<file path="config.mk">
export PLATFORM = sky130hd
export DESIGN_NAME = key_capture_slave_flat
export DESIGN_NICKNAME = d
export VERILOG_FILES = /design/src/rtl/key_capture_slave_if.sv /design/src/rtl/key_capture_slave.sv /design/src/flat_wrapper.sv
export SDC_FILE = /design/constraint.sdc
export NUM_CORES = 1
export LEC_CHECK = 0
export CORE_MARGIN = 1.5
export CORE_UTILIZATION = 50
export CTS_BUF_LIST = sky130_fd_sc_hd__clkbuf_4
export DETAILED_ROUTE_END_ITERATION = 12
export GPL_TIMING_DRIVEN = 0
export PLACE_DENSITY = 0.79
export SLEW_MARGIN = 20
export SYNTH_ARGS = -nofsm -noshare
export SYNTH_HDL_FRONTEND = slang
export SYNTH_SLANG_ARGS = --single-unit
</file>
<file path="constraint.sdc">
create_clock -name clk_0 -period 3.5 [get_ports clk_0]
set_input_delay 0.7 -clock clk_0 [delete_from_list [all_inputs] [get_ports clk_0]]
set_output_delay 0.7 -clock clk_0 [all_outputs]
set_load 0.05 [all_outputs]
</file>
<file path="src/rtl/key_capture_slave_if.sv">
// ----------------------------------------------------------------------------
// key_capture_slave_if
// Avalon-MM bus between the processor data master and the key capture slave.
//   avs_address       word address (0 DATA, 1 IRQ_MASK, 2 EDGE, 3 COUNT)
//   avs_read          single-cycle read strobe
//   avs_write         single-cycle write strobe
//   avs_writedata     write data
//   avs_readdata      read data, valid while avs_readdatavalid is high
//   avs_readdatavalid one-cycle pulse, exactly one clock after avs_read
// ----------------------------------------------------------------------------
interface key_capture_slave_if;
    logic [1:0]  avs_address;
    logic        avs_read;
    logic        avs_write;
    logic [31:0] avs_writedata;
    logic [31:0] avs_readdata;
    logic        avs_readdatavalid;

    modport master (
        output avs_address, avs_read, avs_write, avs_writedata,
        input  avs_readdata, avs_readdatavalid
    );

    modport slave (
        input  avs_address, avs_read, avs_write, avs_writedata,
        output avs_readdata, avs_readdatavalid
    );
endinterface

</file>
<file path="src/rtl/key_capture_slave.sv">
// ----------------------------------------------------------------------------
// key_capture_slave
// Avalon-MM responder giving debounced access to active-low push-buttons.
// Synchronises and debounces the keys, latches press events in a sticky
// RW1C edge register, counts presses (saturating) and drives a maskable irq.
//   clk_0    system clock
//   reset    synchronous, active-high reset
//   keys_in  raw key pins, active-low, asynchronous
//   avs      Avalon-MM slave port (see key_capture_slave_if)
//   irq      level interrupt, active-high: |(edge & mask), registered
// ----------------------------------------------------------------------------
module key_capture_slave #(
    parameter int NUM_KEYS        = 3,
    parameter int DEBOUNCE_CYCLES = 1000000,
    parameter int CNT_W           = 20
) (
    input  logic                clk_0,
    input  logic                reset,
    input  logic [NUM_KEYS-1:0] keys_in,
    key_capture_slave_if.slave  avs,
    output logic                irq
);

    // Sync flops hold the raw pin polarity so the all-1 reset value means
    // "released"; inversion to pressed=1 happens after the second flop.
    logic [NUM_KEYS-1:0] r_sync1, r_sync2;
    logic [NUM_KEYS-1:0] r_stable;
    logic [NUM_KEYS-1:0] r_mask;
    logic [NUM_KEYS-1:0] r_edge;
    logic [7:0]          r_count;
    logic [31:0]         r_rdata;
    logic                r_rdv;
    logic                r_irq;

    logic [NUM_KEYS-1:0] w_pressed;
    logic [NUM_KEYS-1:0] w_accept;
    logic [NUM_KEYS-1:0] w_press;
    logic [NUM_KEYS-1:0] w_edge_clr;
    logic [3:0]          w_popcnt;
    logic [9:0]          w_cnt_sum;
    logic [7:0]          w_cnt_base;
    logic [31:0]         w_rdata;
    logic                w_wr_mask, w_wr_edge, w_wr_count;
    logic                w_unused_wdata;

    assign w_pressed = ~r_sync2;

    always_ff @(posedge clk_0) begin
        if (reset) begin
            r_sync1 <= '1;
            r_sync2 <= '1;
        end else begin
            r_sync1 <= keys_in;
            r_sync2 <= r_sync1;
        end
    end

    // Per-key debounce counter: counts consecutive cycles the synchronised
    // level disagrees with the accepted level; any agreement restarts it.
    for (genvar g = 0; g < NUM_KEYS; g++) begin : g_db
        logic [CNT_W-1:0] r_cnt;
        logic             w_diff;

        assign w_diff      = w_pressed[g] ^ r_stable[g];
        assign w_accept[g] = w_diff && (r_cnt == CNT_W'(DEBOUNCE_CYCLES - 1));

        always_ff @(posedge clk_0) begin
            if (reset || !w_diff || w_accept[g])
                r_cnt <= '0;
            else
                r_cnt <= r_cnt + 1'b1;
        end
    end

    // Accept only happens when the levels differ, so it is a toggle.
    assign w_press = w_accept & w_pressed;

    assign w_wr_mask  = avs.avs_write && (avs.avs_address == 2'd1);
    assign w_wr_edge  = avs.avs_write && (avs.avs_address == 2'd2);
    assign w_wr_count = avs.avs_write && (avs.avs_address == 2'd3);
    assign w_edge_clr = w_wr_edge ? avs.avs_writedata[NUM_KEYS-1:0] : '0;

    assign w_unused_wdata = &{1'b0, avs.avs_writedata};

    always_comb begin
        w_popcnt = '0;
        for (int i = 0; i < NUM_KEYS; i++)
            w_popcnt = w_popcnt + {3'b000, w_press[i]};
    end

    // A COUNT write clears first, then this cycle's events are added.
    assign w_cnt_base = w_wr_count ? 8'd0 : r_count;
    assign w_cnt_sum  = {2'b00, w_cnt_base} + {6'd0, w_popcnt};

    always_comb begin
        w_rdata = '0;
        case (avs.avs_address)
            2'd0: w_rdata[NUM_KEYS-1:0] = r_stable;
            2'd1: w_rdata[NUM_KEYS-1:0] = r_mask;
            2'd2: w_rdata[NUM_KEYS-1:0] = r_edge;
            2'd3: w_rdata[7:0]          = r_count;
            default: w_rdata = '0;
        endcase
    end

    always_ff @(posedge clk_0) begin
        if (reset) begin
            r_stable <= '0;
            r_mask   <= '0;
            r_edge   <= '0;
            r_count  <= '0;
            r_rdata  <= '0;
            r_rdv    <= 1'b0;
            r_irq    <= 1'b0;
        end else begin
            r_stable <= r_stable ^ w_accept;
            if (w_wr_mask)
                r_mask <= avs.avs_writedata[NUM_KEYS-1:0];
            // Set after clear: a press in the same cycle as its RW1C wins.
            r_edge  <= (r_edge & ~w_edge_clr) | w_press;
            r_count <= (w_cnt_sum > 10'd255) ? 8'd255 : w_cnt_sum[7:0];
            if (avs.avs_read)
                r_rdata <= w_rdata;
            r_rdv <= avs.avs_read;
            r_irq <= |(r_edge & r_mask);
        end
    end

    assign avs.avs_readdata      = r_rdata;
    assign avs.avs_readdatavalid = r_rdv;
    assign irq                   = r_irq;

endmodule
</file>
<file path="src/flat_wrapper.sv">
// flat-port wrapper written by rule: the top's interface ports become plain ports
module key_capture_slave_flat 
#(
    parameter int NUM_KEYS        = 3,
    parameter int DEBOUNCE_CYCLES = 1000000,
    parameter int CNT_W           = 20
)
  (clk_0, reset, keys_in, irq, avs_avs_address, avs_avs_read, avs_avs_write, avs_avs_writedata, avs_avs_readdata, avs_avs_readdatavalid);
  key_capture_slave_if avs_i ();
  input  logic clk_0;
  input  logic reset;
  input  logic [NUM_KEYS-1:0] keys_in;
  output logic irq;
  input wire logic [$bits(avs_i.avs_address)-1:0] avs_avs_address;
  input wire logic [$bits(avs_i.avs_read)-1:0] avs_avs_read;
  input wire logic [$bits(avs_i.avs_write)-1:0] avs_avs_write;
  input wire logic [$bits(avs_i.avs_writedata)-1:0] avs_avs_writedata;
  output wire logic [$bits(avs_i.avs_readdata)-1:0] avs_avs_readdata;
  output wire logic [$bits(avs_i.avs_readdatavalid)-1:0] avs_avs_readdatavalid;
  assign avs_i.avs_address = avs_avs_address;
  assign avs_i.avs_read = avs_avs_read;
  assign avs_i.avs_write = avs_avs_write;
  assign avs_i.avs_writedata = avs_avs_writedata;
  assign avs_avs_readdata = avs_i.avs_readdata;
  assign avs_avs_readdatavalid = avs_i.avs_readdatavalid;
  key_capture_slave #(.NUM_KEYS(NUM_KEYS), .DEBOUNCE_CYCLES(DEBOUNCE_CYCLES), .CNT_W(CNT_W)) u_core (.clk_0(clk_0), .reset(reset), .keys_in(keys_in), .avs(avs_i), .irq(irq));
endmodule
</file>
# Yosys cells after proc, flatten, opt, wreduce, memory -nomap -nowiden
# Cells that the tools add are included.
[op_classes]
n_addsub = 6
multipliers = 0
div_mod_pow = 0
magnitude_cmp = 1
n_eq_ne = 6
n_shift = 0
n_mux = 5
bitwise = 10
reduce_logical = 17
[ops]
columns = ["op", "count"]
rows = [
  ["20-bit by 1-bit adder with 20-bit output (second input constant)", 3],
  ["20-bit equality test (second input constant)", 3],
  ["8-bit two-way mux", 2],
  ["3-bit case mux with 4 select lines", 1],
  ["10-bit by 8-bit > comparator with 1-bit output (second input constant)", 1],
  ["8-bit by 4-bit adder with 9-bit output", 1],
  ["3-bit AND", 3],
  ["1-bit logical AND", 6],
  ["1-bit logical OR", 6],
  ["3-bit NOT", 2],
  ["5-bit two-way mux", 1],
  ["4-bit by 1-bit adder with 4-bit output", 1],
  ["2-bit equality test (second input constant)", 2],
  ["1-bit zero test", 3],
  ["3-bit two-way mux", 1],
  ["3-bit bitwise OR", 1],
  ["3-bit OR reduction", 1],
  ["1-bit XOR", 3],
  ["3-bit XOR", 1],
  ["1-bit by 1-bit adder with 2-bit output", 1],
  ["2-bit by 1-bit equality test with 1-bit output (second input constant)", 1],
  ["2-bit zero test", 1],
]
[totals]
reg_bits = 93
latchBits = 0
ramBits = 0
mem_bits_ro = 0
input_bits = 41
output_inout_bits = 34
mem_count = 0

# Longest topological paths before layout
# Gate-level depths: netlist (run 1).
[logic_depth]
word_depth = 9
mapped_depth = 13

# Least setup slack after synthesis (run 1)
# Ideal clock, no wire load.
[synth_timing]
path_kind = "register to register"
start = "reg u_core.g_db[2].r_cnt[0]"
end = "reg u_core.r_count[0]"
setup_time_ns = 0.132
arrival_time_ns = 3.523
required_time_ns = 3.368
path_slack_ns = -0.155
path_stages_with_launch = 13
synth_period_minus_slack_ns = 3.655
cell_sequence = "dfxtp_1 > ha_1 > nand3_2 > or4_4 > or4_4 > fa_1 > inv_1 > ha_1 > fa_1 > a21oi_1 > nor2_1 > nand4_1 > a21oi_1"
[synth_between]
elab_chain_len = 7
[synth_rtl]
columns = ["item", "line_no", "source"]
rows = [
  ["from (decl)", "key_capture_slave.sv:61", "logic [CNT_W-1:0] r_cnt;"],
  ["from (signal assigned)", "key_capture_slave.sv:71", "r_cnt <= r_cnt + 1'b1;"],
  ["20-bit equality test *", "key_capture_slave.sv:65", "assign w_accept[g] = w_diff && (r_cnt == CNT_W'(DEBOUNCE_CYCLES - 1));"],
  ["1-bit logical AND *", "key_capture_slave.sv:65", ""],
  ["3-bit AND *", "key_capture_slave.sv:76", "assign w_press = w_accept & w_pressed;"],
  ["4-bit by 1-bit adder with 4-bit output *", "key_capture_slave.sv:88", "w_popcnt = w_popcnt + {3'b000, w_press[i]};"],
  ["8-bit by 4-bit adder with 9-bit output *", "key_capture_slave.sv:93", "assign w_cnt_sum = {2'b00, w_cnt_base} + {6'd0, w_popcnt};"],
  ["10-bit by 8-bit > comparator with 1-bit output", "key_capture_slave.sv:121", "r_count <= (w_cnt_sum > 10'd255) ? 8'd255 : w_cnt_sum[7:0];"],
  ["8-bit two-way mux *", "key_capture_slave.sv:121", ""],
  ["to (signal assigned)", "key_capture_slave.sv:121", ""],
  ["to (decl)", "key_capture_slave.sv:30", "logic [7:0] r_count;"],
]
# Every way passes the cells marked *; elsewhere a longest branch is shown, timed or not.
# A chain may end at the register's enable or synchronous reset.

# Worst setup path after layout (run 1)
[layout_timing]
start = "reg u_core.g_db[2].r_cnt[15]"
end = "reg u_core.r_count[0]"
# The elaborated chain is that of the path after synthesis.

==> results of run 1 <==
## cell families (layout without fill, tap and decap cells)
group	after synthesis	after routing	synth area share
fa+ha+maj	11	11	0.0349
buf+inv	67	110	0.0813
simple gates	205	205	0.253
mux	6	6	0.0223
xor+xnor	40	40	0.0802
other cells	1	24	0.000858
compound gates	76	76	0.101
flops	93	93	0.426
## metal layers
layer | part of all wire | up-vias
li1 | - | 1820
met1 | 0.43 | 1641
met2 | 0.51 | 80
met3 | 0.048 | 15
met4 | 0.017 | 0
met5 | 0 | -
## report_power, final
part	internal [mW]	total [mW]	leakage [nW]	switching, mW
Clock	0.366	0.734	0.0980	0.368
Combinational	0.0416	0.132	0.928	0.0907
Sequential	1.07	1.07	0.752	0.00376
## state kept, by name (all words and copies together), names as in the netlist, named ones only
| name | flops |
|---|---|
| u_core.avs.avs_readdata | 8 |
| u_core.avs.avs_readdatavalid | 1 |
| u_core.g_db.r_cnt | 60 |
| u_core.irq | 1 |
| u_core.r_count | 8 |
| u_core.r_edge | 3 |
| u_core.r_mask | 3 |
| u_core.r_stable | 1 |
| u_core.r_sync1 | 3 |
| u_core.r_sync2 | 3 |
## cell usage in the layout, fill, tap and decap left out, types with 6 or more instances in the layout
master and count:
clkbuf_4 9, ha_1 6, o21ai_0 15, clkbuf_1 12, buf_4 32, or2_2 8, nor2_1 62, xnor2_1 27
conb_1 24, nand4_1 13, nor3_1 9, nand2_1 18, nand2b_1 6, inv_1 24, clkdlybuf4s50_1 19, or4_1 11
xor2_1 13, dfxtp_1 90, o31ai_1 9, nor4_1 6, or3_1 10, a21oi_1 36, nand3_1 25
## area by class of cell
| type | instances | area (um^2) | area share |
|---|---|---|---|
| clock buffer | 9 | 67.6 | 0.0132 |
| clock inverter | 7 | 123 | 0.0240 |
| multi-input combinational | 362 | 2320 | 0.454 |
| sequential | 93 | 1870 | 0.365 |
| timing repair buffer | 27 | 250 | 0.0490 |
| buffer | 43 | 265 | 0.0519 |
| tap | 105 | 131 | 0.0257 |
| inverter | 24 | 90.1 | 0.0176 |
## path summary, 6_finish.rpt
check                           startpoint                 to  slack, ns
hold reg to reg          u_core.r_sync1[0]  u_core.r_sync2[0]       0.42
setup / recovery  u_core.g_db[2].r_cnt[15]  u_core.r_count[0]       0.15
setup reg to reg  u_core.g_db[2].r_cnt[15]  u_core.r_count[0]       0.15
hold / removal           u_core.r_sync1[0]  u_core.r_sync2[0]       0.42
## timing repair
action                     in CTS  in global routing
hold buffers                    0                  0
gates resized for setup         7                  8
pin swaps                       4                  5
setup buffers                   5                  3
setup endpoints to repair       8                  8
## stage by stage
step | hold slack [ns] | total power, mW
3_3_place_gp | 0.391 | 1.22
5_1_grt | 0.435 | 2.01
6_report | 0.422 | 1.94
2_1_floorplan | 0.389 | 1.20
3_5_place_dp | 0.395 | 1.22
4_1_cts | 0.433 | 1.95
==> out/qor.yml, run 1 <==
run_status:
  outcome: "complete, no violations"
grt:
  grt_remaining_overflow: 0
  grt_pass1_wl_mm: 14.0
  grt_util_met3: 0.0493
  grt_pass1_vias: 3289
  antenna_found_initial: 0
  grt.busiest_layer: "met2"
  grt_max_degree: 17
  grt_use_total: 0.192
  grtUsageMet2: 0.347
  gr-usage-met1: 0.214
clock_network:
  clk_path_buf_depth: 2
  root_buffer: "clkbuf_4"
  cts_sinks: 93
  cts_tree: "done"
  insertion_delay_ns: 0.44
  cts_max_level: 3
  path_clk_slew_ns: 0.14
  cts_buffers: 9
critical_path:
  critPathSlowestCell: "or4_4"
  critPathBufInv: 1
  cp_num_cells: 11
  critPathArrivalTime_ns: 3.67
  critPathMaxStageDelay_ns: 0.53
  cp-end-kind: "flip-flop"
  worstSetupStartpointType: "flip-flop"
  reg2reg_depth: 11
  cp_cell_sequence: "nand3b_1, or4_4, or4_4, fa_1, inv_1, ha_2, fa_2, a21oi_4, nor2_2, nand4_1, a21oi_1"
  critPathMostFrequentCell: "or4_4"
  crit_required_ns: 3.82
  cp_max_fo: 6
  critPathKind: "flip-flop to flip-flop"
  critPathTopFamily: "simple AND/OR/NAND/NOR gates"
cells_and_area:
  n_fill_cell: 714
  instances_no_fill: 670
  syn_to_final_growth_pct: 16.9
  drive_gt1_frac: 0.152
  n_antenna_cell: 0
  fin_util: 0.613
  final_cell_area_um2: 5110
  nets: 612
placement:
  hpwlAfterDp_mm: 6.23
  numPortBuffers: 19
  dp.cells: 646
  place_area_um2: 4790
  pre_cts_ws_ns: -0.305
  gp_congestion: 0.831
detailed_routing:
  vias: 3556
  drc_errors: 0
  viasPerCell: 5.31
  drt-total-wl_mm: 8.55
  dr.pass1.iters: 5
  wl_per_cell_um: 12.8
  drt_iter0_markers: 101
  antenna_left: 0
yosys:
  synth-seq-cells: 93
  postSynthCellCount: 499
  synth_edf_count: 0
  yosys.area.top_type: "dfxtp_1"
  synth_top_area_share: 0.426
  seq_area_frac_synth: 0.426
  synth_area_um2: 4370
  synthTopCellsByArea: "dfxtp_1, nor2_1, xnor2_1"
  ys_top_cells_by_count: "dfxtp_1, nor2_1, a21oi_1"
  synth_most_common_cell: "dfxtp_1"
  avgSynthCellArea_um2: 8.76
  dominantRegCellSynth: "dfxtp_1"
  synthArstFlopShare: 0
  synth_warnings: 0
  ys_types: 48
timing:
  finalCriticalPeriod_ns: 3.35
  period_share: 0.956
  setup_viol: 0
  worst_pin_slew_ns: 0.527
  setup_tns_ns: 0
  slew_headroom: 0.649
  fmax_mhz: 299
  setup_ws_ns: 0.153
  slew_violations: 0
  finalHoldViolCount: 0
  fin_skew_ns: 0.0113
die:
  die_h_um: 96.5
  dieArea_um2: 9310
  core_area_um2: 8340
  initial_core_util: 0.524
  design.portCount: 75
  fp-row-count: 33
  die_w_um: 96.5
power:
  vdd_drop_max_mv: 0.251
  p_leak_nw: 1.78
  cellPowerDensity_nw_per_um2: 379
min_path:
  min_path_type: "flip-flop to flip-flop"
  holdPathStages: 1
run:
  maxCapViolCount: 0
(Power assumes the default switching activity.)
==> run 2, diff against run 1 <==
--- a/config.mk
+++ b/config.mk
@@ -11,6 +11,7 @@
 export DETAILED_ROUTE_END_ITERATION = 12
 export GPL_TIMING_DRIVEN = 0
 export PLACE_DENSITY = 0.79
+export SETUP_SLACK_MARGIN = 0.02
 export SLEW_MARGIN = 20
 export SYNTH_ARGS = -nofsm -noshare
 export SYNTH_HDL_FRONTEND = slang
==> run 2 against run 1 <==
  * Largest power group unchanged
  * Critical path depth increased by 2
  * Die area unchanged
  * Wire length decreased by 1.3%
  * Critical endpoint is now u_core.r_count[7]
  * Fmax decreased by 0.78%
  * Clock-buffer cell count unchanged
  * Clock skew increased by 0.0084 ns
  * Sequential power about the same
  * Cell count increased by 0.15%
==> out/qor.yml, run 2 (synthesized netlist as in run 1, its figures left out) <==
grt:
  antenna_found_initial: 0
  grt_remaining_overflow: 0
  gr-usage-met1: 0.224
  grt_pass1_wl_mm: 13.9
  grt_pass1_vias: 3278
  grt.busiest_layer: "met2"
  grtUsageMet2: 0.333
  grt_use_total: 0.189
  grt_max_degree: 17
  grt_util_met3: 0.0477
cells_and_area:
  instances_no_fill: 671
  n_fill_cell: 725
  largest_reg_flops: 60
  regMostFlops: "u_core.g_db.r_cnt"
  final_cell_mix: "dfxtp_1, nor2_1, a21oi_1"
  mostFrequentLayoutCell: "dfxtp_1"
  nets: 613
  drive_gt1_frac: 0.147
  n_antenna_cell: 0
  syn_to_final_growth_pct: 15.3
clock_network:
  insertion_delay_ns: 0.44
  cts_tree: "done"
  path_clk_slew_ns: 0.15
  cts_sinks: 93
  cts_buffers: 9
  root_buffer: "clkbuf_4"
  cts_max_level: 3
  clk_path_buf_depth: 2
die:
  core_area_um2: 8340
  design.portCount: 75
  die_w_um: 96.5
  die_h_um: 96.5
  fp-row-count: 33
  dieArea_um2: 9310
  initial_core_util: 0.524
detailed_routing:
  drt-total-wl_mm: 8.43
  drt_iter0_markers: 140
  drc_errors: 0
  dr.pass1.iters: 4
  viasPerCell: 5.37
  vias: 3602
  antenna_left: 0
  wl_per_cell_um: 12.6
critical_path:
  cp-end-kind: "flip-flop"
  critPathArrivalTime_ns: 3.72
  worstSetupStartpointType: "flip-flop"
  critPathKind: "flip-flop to flip-flop"
  cp_max_fo: 5
  r2r_start: "u_core.g_db[2].r_cnt[0]"
  crit_required_ns: 3.85
  startpoint: "u_core.g_db[2].r_cnt[0]"
run:
  maxCapViolCount: 0
run_status:
  outcome: "complete, no violations"
timing:
  slew_headroom: 0.666
  fmax_mhz: 296
  fin_skew_ns: 0.0197
  worst_pin_slew_ns: 0.499
  finalHoldViolCount: 0
  rsz0062_at_grt: "no"
  setup_tns_ns: 0
  period_share: 0.964
  finalCriticalPeriod_ns: 3.37
  slew_violations: 0
  setup_viol: 0
min_path:
  min_path_type: "flip-flop to flip-flop"
  hold_path.startpoint: "u_core.r_sync1[0]"
placement:
  gp_congestion: 0.833
  hpwlAfterDp_mm: 6.06
  numPortBuffers: 19
  dp.cells: 646
power:
  p_leak_nw: 1.76
  total_power_mw: 1.72
  cellPowerDensity_nw_per_um2: 341
  vdd_drop_max_mv: 0.180
run 2: cell count changes in the layout (fill, tap and decap cells not counted), sizes merged:
cell | previous run | this run
bufinv | 3 | 0
clkinv | 2 | 4
buf | 39 | 40
inv | 25 | 26
run 2: layer usage:
layer	vias up	routed length, um
li1	1819	-
met1	1685	3820
met2	87	4110
met3	11	423
met4	0	82
met5	-	0
run 2: cell type report:
type | count | area [um^2] | area share
Multi-Input combinational cell | 362 | 2310 | 0.458
Sequential cell | 93 | 1870 | 0.370
Buffer | 43 | 265 | 0.0526
Timing Repair Buffer | 28 | 262 | 0.0519
Tap cell | 105 | 131 | 0.0261
Inverter | 24 | 90.1 | 0.0179
Clock buffer | 9 | 67.6 | 0.0134
Clock inverter | 7 | 48.8 | 0.00968
run 2: metrics by stage:
step,area [um^2],hold WS (ns),utilization,setup slack (ns)
6_report,5040,0.419,0.604,0.126
5_1_grt,5040,0.436,0.604,0.00383
4_1_cts,4980,0.421,0.598,0.0388
3_5_place_dp,4790,0.397,0.575,-0.239
3_3_place_gp,4790,0.391,0.575,-0.175
2_1_floorplan,4470,0.389,-,0.0476
run 2: worst paths after layout:
kind / end / slack [ns] / depth (start not counted)
setup reg to reg: u_core.r_count[7] / 0.13 / 13
hold reg to reg: u_core.r_sync2[0] / 0.42 / 1
hold / removal: u_core.r_sync2[0] / 0.42 / 1
setup / recovery: u_core.r_count[7] / 0.13 / 13
run 2: what timing repair did:
action,CTS,global route
setup endpoints to repair,8,8
pin swaps,3,6
gates resized for setup,6,7
hold buffers,0,0
cloned,0,0
setup buffers,6,3
run 2: worst max-delay path: stages, from the launching register on:
cell     delay [ns]
dfxtp_2        0.39
ha_4           0.15
nand3_4        0.07
or4_4          0.43
or4_4          0.54
fa_1           0.50
inv_1          0.05
ha_2           0.19
fa_2           0.37
a21oi_4        0.22
buf_6          0.13
nand4_1        0.08
nor2_1         0.12
nor3_1         0.05
run 2: power by group:
part | switching (mW) | leakage (nW) | total [mW] | internal [mW]
logic | 0.0903 | 0.940 | 0.132 | 0.0418
registers | 0.00356 | 0.753 | 1.07 | 1.07
clock network | 0.369 | 0.0633 | 0.518 | 0.149
total | 0.463 | 1.76 | 1.72 | 1.26
